### src/rtl/processor_pkg.sv
// Shared opcode, state and instruction-field definitions for the multi-cycle
// processor core and its ALU.
package processor_pkg;

  localparam logic [3:0] OP_NOP  = 4'h0;
  localparam logic [3:0] OP_ADD  = 4'h1;
  localparam logic [3:0] OP_ADDI = 4'h2;
  localparam logic [3:0] OP_SUB  = 4'h3;
  localparam logic [3:0] OP_MUL  = 4'h4;
  localparam logic [3:0] OP_NEG  = 4'h6;
  localparam logic [3:0] OP_BGEZ = 4'h8;
  localparam logic [3:0] OP_MOVE = 4'hA;
  localparam logic [3:0] OP_ST   = 4'hB;
  localparam logic [3:0] OP_LD   = 4'hC;
  localparam logic [3:0] OP_LI   = 4'hD;
  localparam logic [3:0] OP_J    = 4'hE;
  localparam logic [3:0] OP_HALT = 4'hF;

  localparam logic [2:0] S_IDLE   = 3'd0;
  localparam logic [2:0] S_FETCH  = 3'd1;
  localparam logic [2:0] S_OPND   = 3'd2;
  localparam logic [2:0] S_EXEC   = 3'd3;
  localparam logic [2:0] S_MEM    = 3'd4;
  localparam logic [2:0] S_HALTED = 3'd5;

  localparam int unsigned IR_W   = 8;
  localparam int unsigned OP_MSB = 7;
  localparam int unsigned OP_LSB = 4;
  localparam int unsigned RD_MSB = 3;
  localparam int unsigned RD_LSB = 2;
  localparam int unsigned RS_MSB = 1;
  localparam int unsigned RS_LSB = 0;

  // Instructions followed by an immediate word.
  function automatic logic has_operand(input logic [3:0] op);
    return op inside {OP_ADDI, OP_BGEZ, OP_ST, OP_LD, OP_LI, OP_J};
  endfunction

  function automatic logic is_illegal(input logic [3:0] op);
    return op inside {4'h5, 4'h7, 4'h9};
  endfunction

  function automatic logic writes_alu(input logic [3:0] op);
    return op inside {OP_ADD, OP_ADDI, OP_SUB, OP_MUL, OP_NEG, OP_MOVE, OP_LI};
  endfunction

endpackage

### src/rtl/processor_alu.sv
// Combinational datapath for register-writing instructions; all results are
// modulo 2^DATA_W.
module processor_alu
  import processor_pkg::*;
#(
  parameter int unsigned DATA_W = 8
) (
  input  logic [3:0]        op,
  input  logic [DATA_W-1:0] rd_val,
  input  logic [DATA_W-1:0] rs_val,
  input  logic [DATA_W-1:0] imm,
  output logic [DATA_W-1:0] result
);

  always_comb begin
    result = rd_val;
    case (op)
      OP_ADD:  result = rd_val + rs_val;
      OP_ADDI: result = rd_val + imm;
      OP_SUB:  result = rd_val - rs_val;
      OP_MUL:  result = rd_val * rs_val;
      OP_NEG:  result = '0 - rd_val;
      OP_MOVE: result = rs_val;
      OP_LI:   result = imm;
      default: result = rd_val;
    endcase
  end

endmodule

### src/rtl/processor_core.sv
// Multi-cycle fetch/operand/execute/memory core with a req/ack memory port,
// illegal-opcode trap, saturating cycle counter and register debug read.
module processor_core
  import processor_pkg::*;
#(
  parameter int unsigned DATA_W   = 8,
  parameter int unsigned ADDR_W   = 7,
  parameter int unsigned CC_W     = 8,
  parameter int unsigned RESET_PC = 0
) (
  input  logic              clk,
  input  logic              rst_n,
  input  logic              start,
  output logic              mem_req,
  output logic              mem_we,
  output logic [ADDR_W-1:0] mem_addr,
  output logic [DATA_W-1:0] mem_wdata,
  input  logic [DATA_W-1:0] mem_rdata,
  input  logic              mem_ack,
  output logic              busy,
  output logic              halted,
  output logic              err,
  output logic [CC_W-1:0]   cc,
  input  logic [1:0]        dbg_sel,
  output logic [DATA_W-1:0] dbg_reg
);

  localparam logic [ADDR_W-1:0] PC0 = ADDR_W'(RESET_PC);

  logic [2:0]        state;
  logic [IR_W-1:0]   ir;
  logic [DATA_W-1:0] imm;
  logic [DATA_W-1:0] alu_y;
  logic [ADDR_W-1:0] pc, pc_inc, exec_pc;
  logic [DATA_W-1:0] r [4];
  logic [3:0]        op, fetch_op;
  logic [1:0]        rd, rs;
  logic              xfer, active;

  assign op       = ir[OP_MSB:OP_LSB];
  assign rd       = ir[RD_MSB:RD_LSB];
  assign rs       = ir[RS_MSB:RS_LSB];
  assign fetch_op = mem_rdata[OP_MSB:OP_LSB];
  assign xfer     = mem_req & mem_ack;
  assign active   = state inside {S_FETCH, S_OPND, S_EXEC, S_MEM};
  assign busy     = active;
  assign halted   = (state == S_HALTED);
  assign dbg_reg  = r[dbg_sel];
  assign pc_inc   = pc + ADDR_W'(1);

  // Next fetch address out of EXEC, so the request can be registered there.
  always_comb begin
    exec_pc = pc;
    if (op == OP_J || (op == OP_BGEZ && !r[rd][DATA_W-1]))
      exec_pc = imm[ADDR_W-1:0];
  end

  processor_alu #(.DATA_W(DATA_W)) u_alu (
    .op    (op),
    .rd_val(r[rd]),
    .rs_val(r[rs]),
    .imm   (imm),
    .result(alu_y)
  );

  always_ff @(posedge clk or negedge rst_n) begin
    if (!rst_n) begin
      state     <= S_IDLE;
      mem_req   <= 1'b0;
      mem_we    <= 1'b0;
      mem_addr  <= '0;
      mem_wdata <= '0;
      err       <= 1'b0;
      cc        <= '0;
      pc        <= PC0;
      ir        <= '0;
      imm       <= '0;
      for (int unsigned i = 0; i < 4; i++) r[i] <= '0;
    end else begin
      if (active && cc != '1) cc <= cc + CC_W'(1);
      case (state)
        S_IDLE, S_HALTED: begin
          if (start) begin
            state    <= S_FETCH;
            pc       <= PC0;
            cc       <= '0;
            err      <= 1'b0;
            mem_req  <= 1'b1;
            mem_we   <= 1'b0;
            mem_addr <= PC0;
          end
        end
        S_FETCH: begin
          if (xfer) begin
            ir <= mem_rdata[IR_W-1:0];
            pc <= pc_inc;
            if (has_operand(fetch_op)) begin
              state    <= S_OPND;
              mem_addr <= pc_inc;
            end else begin
              state   <= S_EXEC;
              mem_req <= 1'b0;
            end
          end
        end
        S_OPND: begin
          if (xfer) begin
            imm     <= mem_rdata;
            pc      <= pc_inc;
            state   <= S_EXEC;
            mem_req <= 1'b0;
          end
        end
        S_EXEC: begin
          if (writes_alu(op)) r[rd] <= alu_y;
          pc <= exec_pc;
          if (op == OP_LD || op == OP_ST) begin
            state    <= S_MEM;
            mem_req  <= 1'b1;
            mem_we   <= (op == OP_ST);
            mem_addr <= imm[ADDR_W-1:0];
            if (op == OP_ST) mem_wdata <= r[rd];
          end else if (op == OP_HALT || is_illegal(op)) begin
            state <= S_HALTED;
            err   <= is_illegal(op);
          end else begin
            state    <= S_FETCH;
            mem_req  <= 1'b1;
            mem_addr <= exec_pc;
          end
        end
        S_MEM: begin
          if (xfer) begin
            if (!mem_we) r[rd] <= mem_rdata;
            state    <= S_FETCH;
            mem_we   <= 1'b0;
            mem_addr <= pc;
          end
        end
        default: state <= S_IDLE;
      endcase
    end
  end

endmodule

### config.mk
export PLATFORM = sky130hd
export DESIGN_NAME = processor_core
export DESIGN_NICKNAME = d
export VERILOG_FILES = /design/src/rtl/processor_pkg.sv /design/src/rtl/processor_alu.sv /design/src/rtl/processor_core.sv
export SDC_FILE = /design/constraint.sdc
export NUM_CORES = 1
export LEC_CHECK = 0
export CORE_MARGIN = 2
export CORE_UTILIZATION = 60
export DETAILED_ROUTE_END_ITERATION = 7
export PLACE_DENSITY = 0.8
export SYNTH_ARGS = -nofsm -noshare
export SYNTH_HDL_FRONTEND = slang
export SYNTH_SLANG_ARGS = --single-unit
### constraint.sdc
create_clock -name clk -period 6.5 [get_ports clk]
set_input_delay 1.95 -clock clk [delete_from_list [all_inputs] [get_ports clk]]
set_output_delay 1.95 -clock clk [all_outputs]
set_load 0.01 [all_outputs]
# Yosys cells after proc, flatten, opt, wreduce, memory -nomap -nowiden
# Cells that the tools add are included.
totals:
  register_bits: 84
  input_bits: 14
  output_inout_bits: 36
  wordCells: 151
classes:
  addsub: 6
  multipliers: 1
  n_lt_le_gt_ge: 4
  n_eq_ne: 40
  mux: 52
  n_bitwise: 4
  reduce_logical: 30
ops:
  columns: ["op", "n"]
  rows:
  - ["$mux 32", 3]
  - ["$mux 8", 10]
  - ["$bwmux 32", 2]
  - ["$pmux 32 s2", 1]
  - ["$mux 7", 8]
  - ["$pmux 8 s7", 1]
  - ["$eq 4x4->1 const B", 13]
  - ["$bmux 8 s2", 3]
  - ["$pmux 7 s4", 1]
  - ["$pmux 7 s3", 1]
  - ["$mux 3", 6]
  - ["$add 8x8->8", 2]
  - ["$demux 8 s2", 1]
  - ["$eq 4x3->1 const B", 4]
  - ["$reduce_and 4->1", 4]
  - ["$pmux 3 s5", 1]
  - ["$ne 2x2->1 const B", 7]
  - ["$eq 4x2->1 const B", 3]
  - ["$reduce_and 6->1", 2]
  - ["$reduce_bool 4->1", 3]
  - ["$mux 1", 11]
  - ["$ne 2x1->1 const B", 5]
  - ["$ge 3x3->1 const B", 3]
  - ["$not 2->3", 3]
  - ["other kinds (27)", 39]

# Depth between registers and ports, before layout
depth:
  word_depth: 11
  ltp_mapped: 21
  mapped_depth_nobuf: 18

# Modules after synthesis
# Synthesis repeated with hierarchy kept, for this count alone.
unflattened:
  hier_cells: 789
  hier_area_um2: 7103.1
by_module_without_submodules:
  columns: ["mod", "instances", "cells_each", "area_per_inst_um2", "seq_area_each_um2"]
  rows:
  - ["processor_core", 1, 487, 4948.5, 2102.0]
  - ["processor_alu", 1, 302, 2154.6, 0.0]

# Least setup slack after synthesis
# Ideal clock, no wire load.
synth_timing:
  path_type: "input port to output port"
  from: "input port dbg_sel[0]"
  to: "output port dbg_reg[0]"
  t_arrival_ps: 2965
  required_time_ps: 4550
  setup_slack_ps: 1585
  path_stages: 2
  path_buffers: 1
  path_cell_list: "clkbuf_1 -> mux4_2"
synth_between:
  elab_chain_len: 4
synth_lines:
  columns: ["element", "line", "text"]
  rows:
  - ["start: declaration", "processor_core.sv:24", "input logic [1:0] dbg_sel,"]
  - ["$not 2->3 (not written as such)", "processor_core.sv:48", "assign dbg_reg = r[dbg_sel];"]
  - ["$bmux 8 s2", "processor_core.sv:48", null]
  - ["$mux 8 (not written as such) (2 in a row)", "processor_core.sv:48", null]
  - ["end: declaration", "processor_core.sv:25", "output logic [DATA_W-1:0] dbg_reg"]
# No other way between the ends. The select of a mux whose other input is x is not followed.

# Worst setup path in the final report
layout_timing:
  from: "input port dbg_sel[0]"
  to: "output port dbg_reg[6]"
# Same word-level chain as after synthesis.

==> flow_summary_export.csv <==
group,metric,value,unit
run_status,status,"finished clean",
sta,min_period_over_period,89.69,%
finish,fin_area,7366,um^2
critical_path,worstPathRequired,4550,ps
cts,clock_sinks,84,
sta,setup_viol,0,
global_route,grt_pass1_wl,28190,um
pwr,power.density,586.6,nW/um^2
route,drtAntennaViolNets,0,
sta,worstMarginPinSlew,1138,ps
synthesis,ys_warn_count,0,
cts,htree_levels,3,
sta,max_freq,0.1715,GHz
sta,hold_slack,514.7,ps
cts,cts_tree,"built",
critical_path,cp_num_buf_inv,2,
sta,finalHoldViolCount,0,
cts,holdBufCountCts,0,
placement,hpwl,12760,um
route,avgViaCountPerCell,6.385,
flow_run,maxCapViolations,0,
floorplanning,die-height,109.2,um
global_route,gr-usage-all-layers,31.07,%
critical_path,path_common_cell,"clkdlybuf4s50_1",
synthesis,avgSynthCellArea,9.186,um^2
finish,fin_nets,800,
cts,cts-resized-gates,0,
critical_path,reg2reg_depth,17,
finish,layout_commonest_cell,"nand2_1",
synthesis,synth_flop_cell,"dfrtp_1",
global_route,grt_pass1_vias,5481,
critical_path,crit_slowest_cell,"clkdlybuf4s50_1",
synthesis,synthArstFlopShare,100.0,%
route,totalWireLength,17380,um
global_route,grt_max_degree,85,
sta,fin_setup_tns,0,ps
cts,numCtsBuffers,9,
hold_path,min-delay-path-class,"reg -> reg",
critical_path,cp-start-kind,"input port",
synthesis,yosysSeqAreaShare,31.65,%
placement,gp_congestion,1.030,
synthesis,syn_area,6641,um^2
route,drt_pre_antenna_iters,7,
global_route,grt_overflow_total,0,
floorplanning,core_area,10840,um^2
cts,post_cts_buffers,0,
critical_path,cp_max_fo,8,
cts,clk_latency,380,ps
pwr,ir_worst_vdd,0.3824,mV
sta,setup_ws,670.3,ps
synthesis,syn-instance-count,723,
route,vias,5676,
critical_path,critPathTopFamily,"buffers and inverters",
critical_path,path_cells,"clkdlybuf4s50_1, mux4_2, clkdlybuf4s50_1",
finish,antenna_cells,0,
sta,relSlewSlack,24.17,%
synthesis,ys_types,63,
finish,fill_cells,860,
route,initialDrtViolationCount,621,
floorplanning,io_pins,50,
floorplanning,die_w,109.2,um
finish,area_delta_synth_final,10.91,%
critical_path,crit_path_end_kind,"primary output",
critical_path,path_depth,3,
synthesis,synth_area_leaders,"dfrtp_1 (32%), mux4_2 (8.1%), ha_1 (5.3%)",
sta,finClkSkew,14.31,ps
sta,final_max_slew_viol_count,0,
critical_path,crit_type,"in -> out",
cts,clock_path_buffers,2,
synthesis,ys_seq_elements,84,
synthesis,synth_top_area_share,31.65,%
placement,placed_cell_area,7144,um^2
route,drc,0,
floorplanning,die-area,11930,um^2
synthesis,syn-num-nets,778,
route,wl_per_cell,19.55,um
global_route,grt_antenna_before_repair,0,
hold_path,whs_path_depth,1,
sta,grt_setup_unrepaired,"false",
finish,mostFrequentLayoutCells,"nand2_1 (89), dfrtp_1 (84), o21ai_0 (54)",
sta,fin_crit,5830,ps
synthesis,synth_edf_count,0,
cts,clk_root_buffer_cell,"clkbuf_8",
synthesis,yosysTopAreaCell,"dfrtp_1",
placement,portBuffers,49,
critical_path,cp_slowest_stage_delay,830,ps
placement,place_ws,630.3,ps
pwr,fin_total_pwr,4.320,mW
pwr,power.leakage,3.209,nW
floorplanning,initial_core_util,61.27,%
finish,drive_above_1_share,11.48,%
cts,cts.clk_slew.worst_paths,80,ps
critical_path,worstPathArrival,3880,ps
floorplanning,rows,38,
power by group:
| group | internal (mW) | switching, mW | leakage, nW |
|---|---|---|---|
| sequential | 0.711 | 0.339 | 1.11 |
| combinational | 1.23 | 1.61 | 2.00 |
| clock | 0.226 | 0.195 | 0.105 |
| total | 2.17 | 2.15 | 3.21 |
final cells by class:
| class | instances | area [um^2] | share of cell area (%) |
|---|---|---|---|
| Sequential cell | 84 | 2102 | 28.54 |
| Multi-Input combinational cell | 545 | 4158 | 56.45 |
| Clock buffer | 10 | 137.6 | 1.869 |
| Tap cell | 140 | 175.2 | 2.378 |
| Clock inverter | 5 | 83.83 | 1.138 |
| Inverter | 53 | 198.9 | 2.701 |
| Timing Repair Buffer | 52 | 510.5 | 6.931 |
registers in the layout (all words and copies together) (netlist names), 3 cells and up:
register / count
mem_addr: 7
ir: 8
cc: 8
pc: 7
imm: 8
mem_wdata: 8
r: 32
state: 3
worst paths after layout:
path | start | slack (ps) | end
hold / removal | mem_wdata[7] | 510 | mem_wdata[7]
hold reg to reg | mem_wdata[7] | 510 | mem_wdata[7]
setup reg to reg | ir[2] | 890 | r[15]
max in group asynchronous | rst_n | 4080 | r[25]
min in group asynchronous | rst_n | 1750 | cc[5]
setup / recovery | dbg_sel[0] | 670 | dbg_reg[6]
cell families (layout without fill, tap and decap cells):
group	count (synthesis)	count (layout)	share of synthesized area (%)
flip-flops	84	84	31.65
multiplexers	65	65	14.90
XOR/XNOR	39	39	5.558
AO/OA/AOI/OAI	163	163	15.86
buffers and inverters	94	120	5.746
AND/OR/NAND/NOR	236	236	16.94
adder cells (fa/ha/maj)	42	42	9.344
Yosys cell counts (17+ instances only):
cell / number
xnor2_1: 20
dfrtp_1: 84
nand3_1: 19
o21ai_0: 54
nand2_1: 89
mux2_2: 31
mux4_2: 24
nor3_1: 21
inv_1: 51
a21oi_1: 32
xor2_1: 17
ha_1: 28
clkbuf_1: 26
nor2_1: 48
through the flow:
stage	utilization, %	std cells
3_5_place_dp	65.90	874
5_1_grt	67.95	889
4_1_cts	67.95	889
3_3_place_gp	65.90	874
2_1_floorplan	-	723
6_report	67.95	889
routing by layer:
layer	global-route usage, %	share of wire (%)	wire length (um)
met2	47.83	47	8103
met1	44.22	42	7270
met3	6.396	8.9	1550
met5	0	0	0
met4	10.04	2.6	452
No activity file was read; power rests on OpenSTA's default activity.
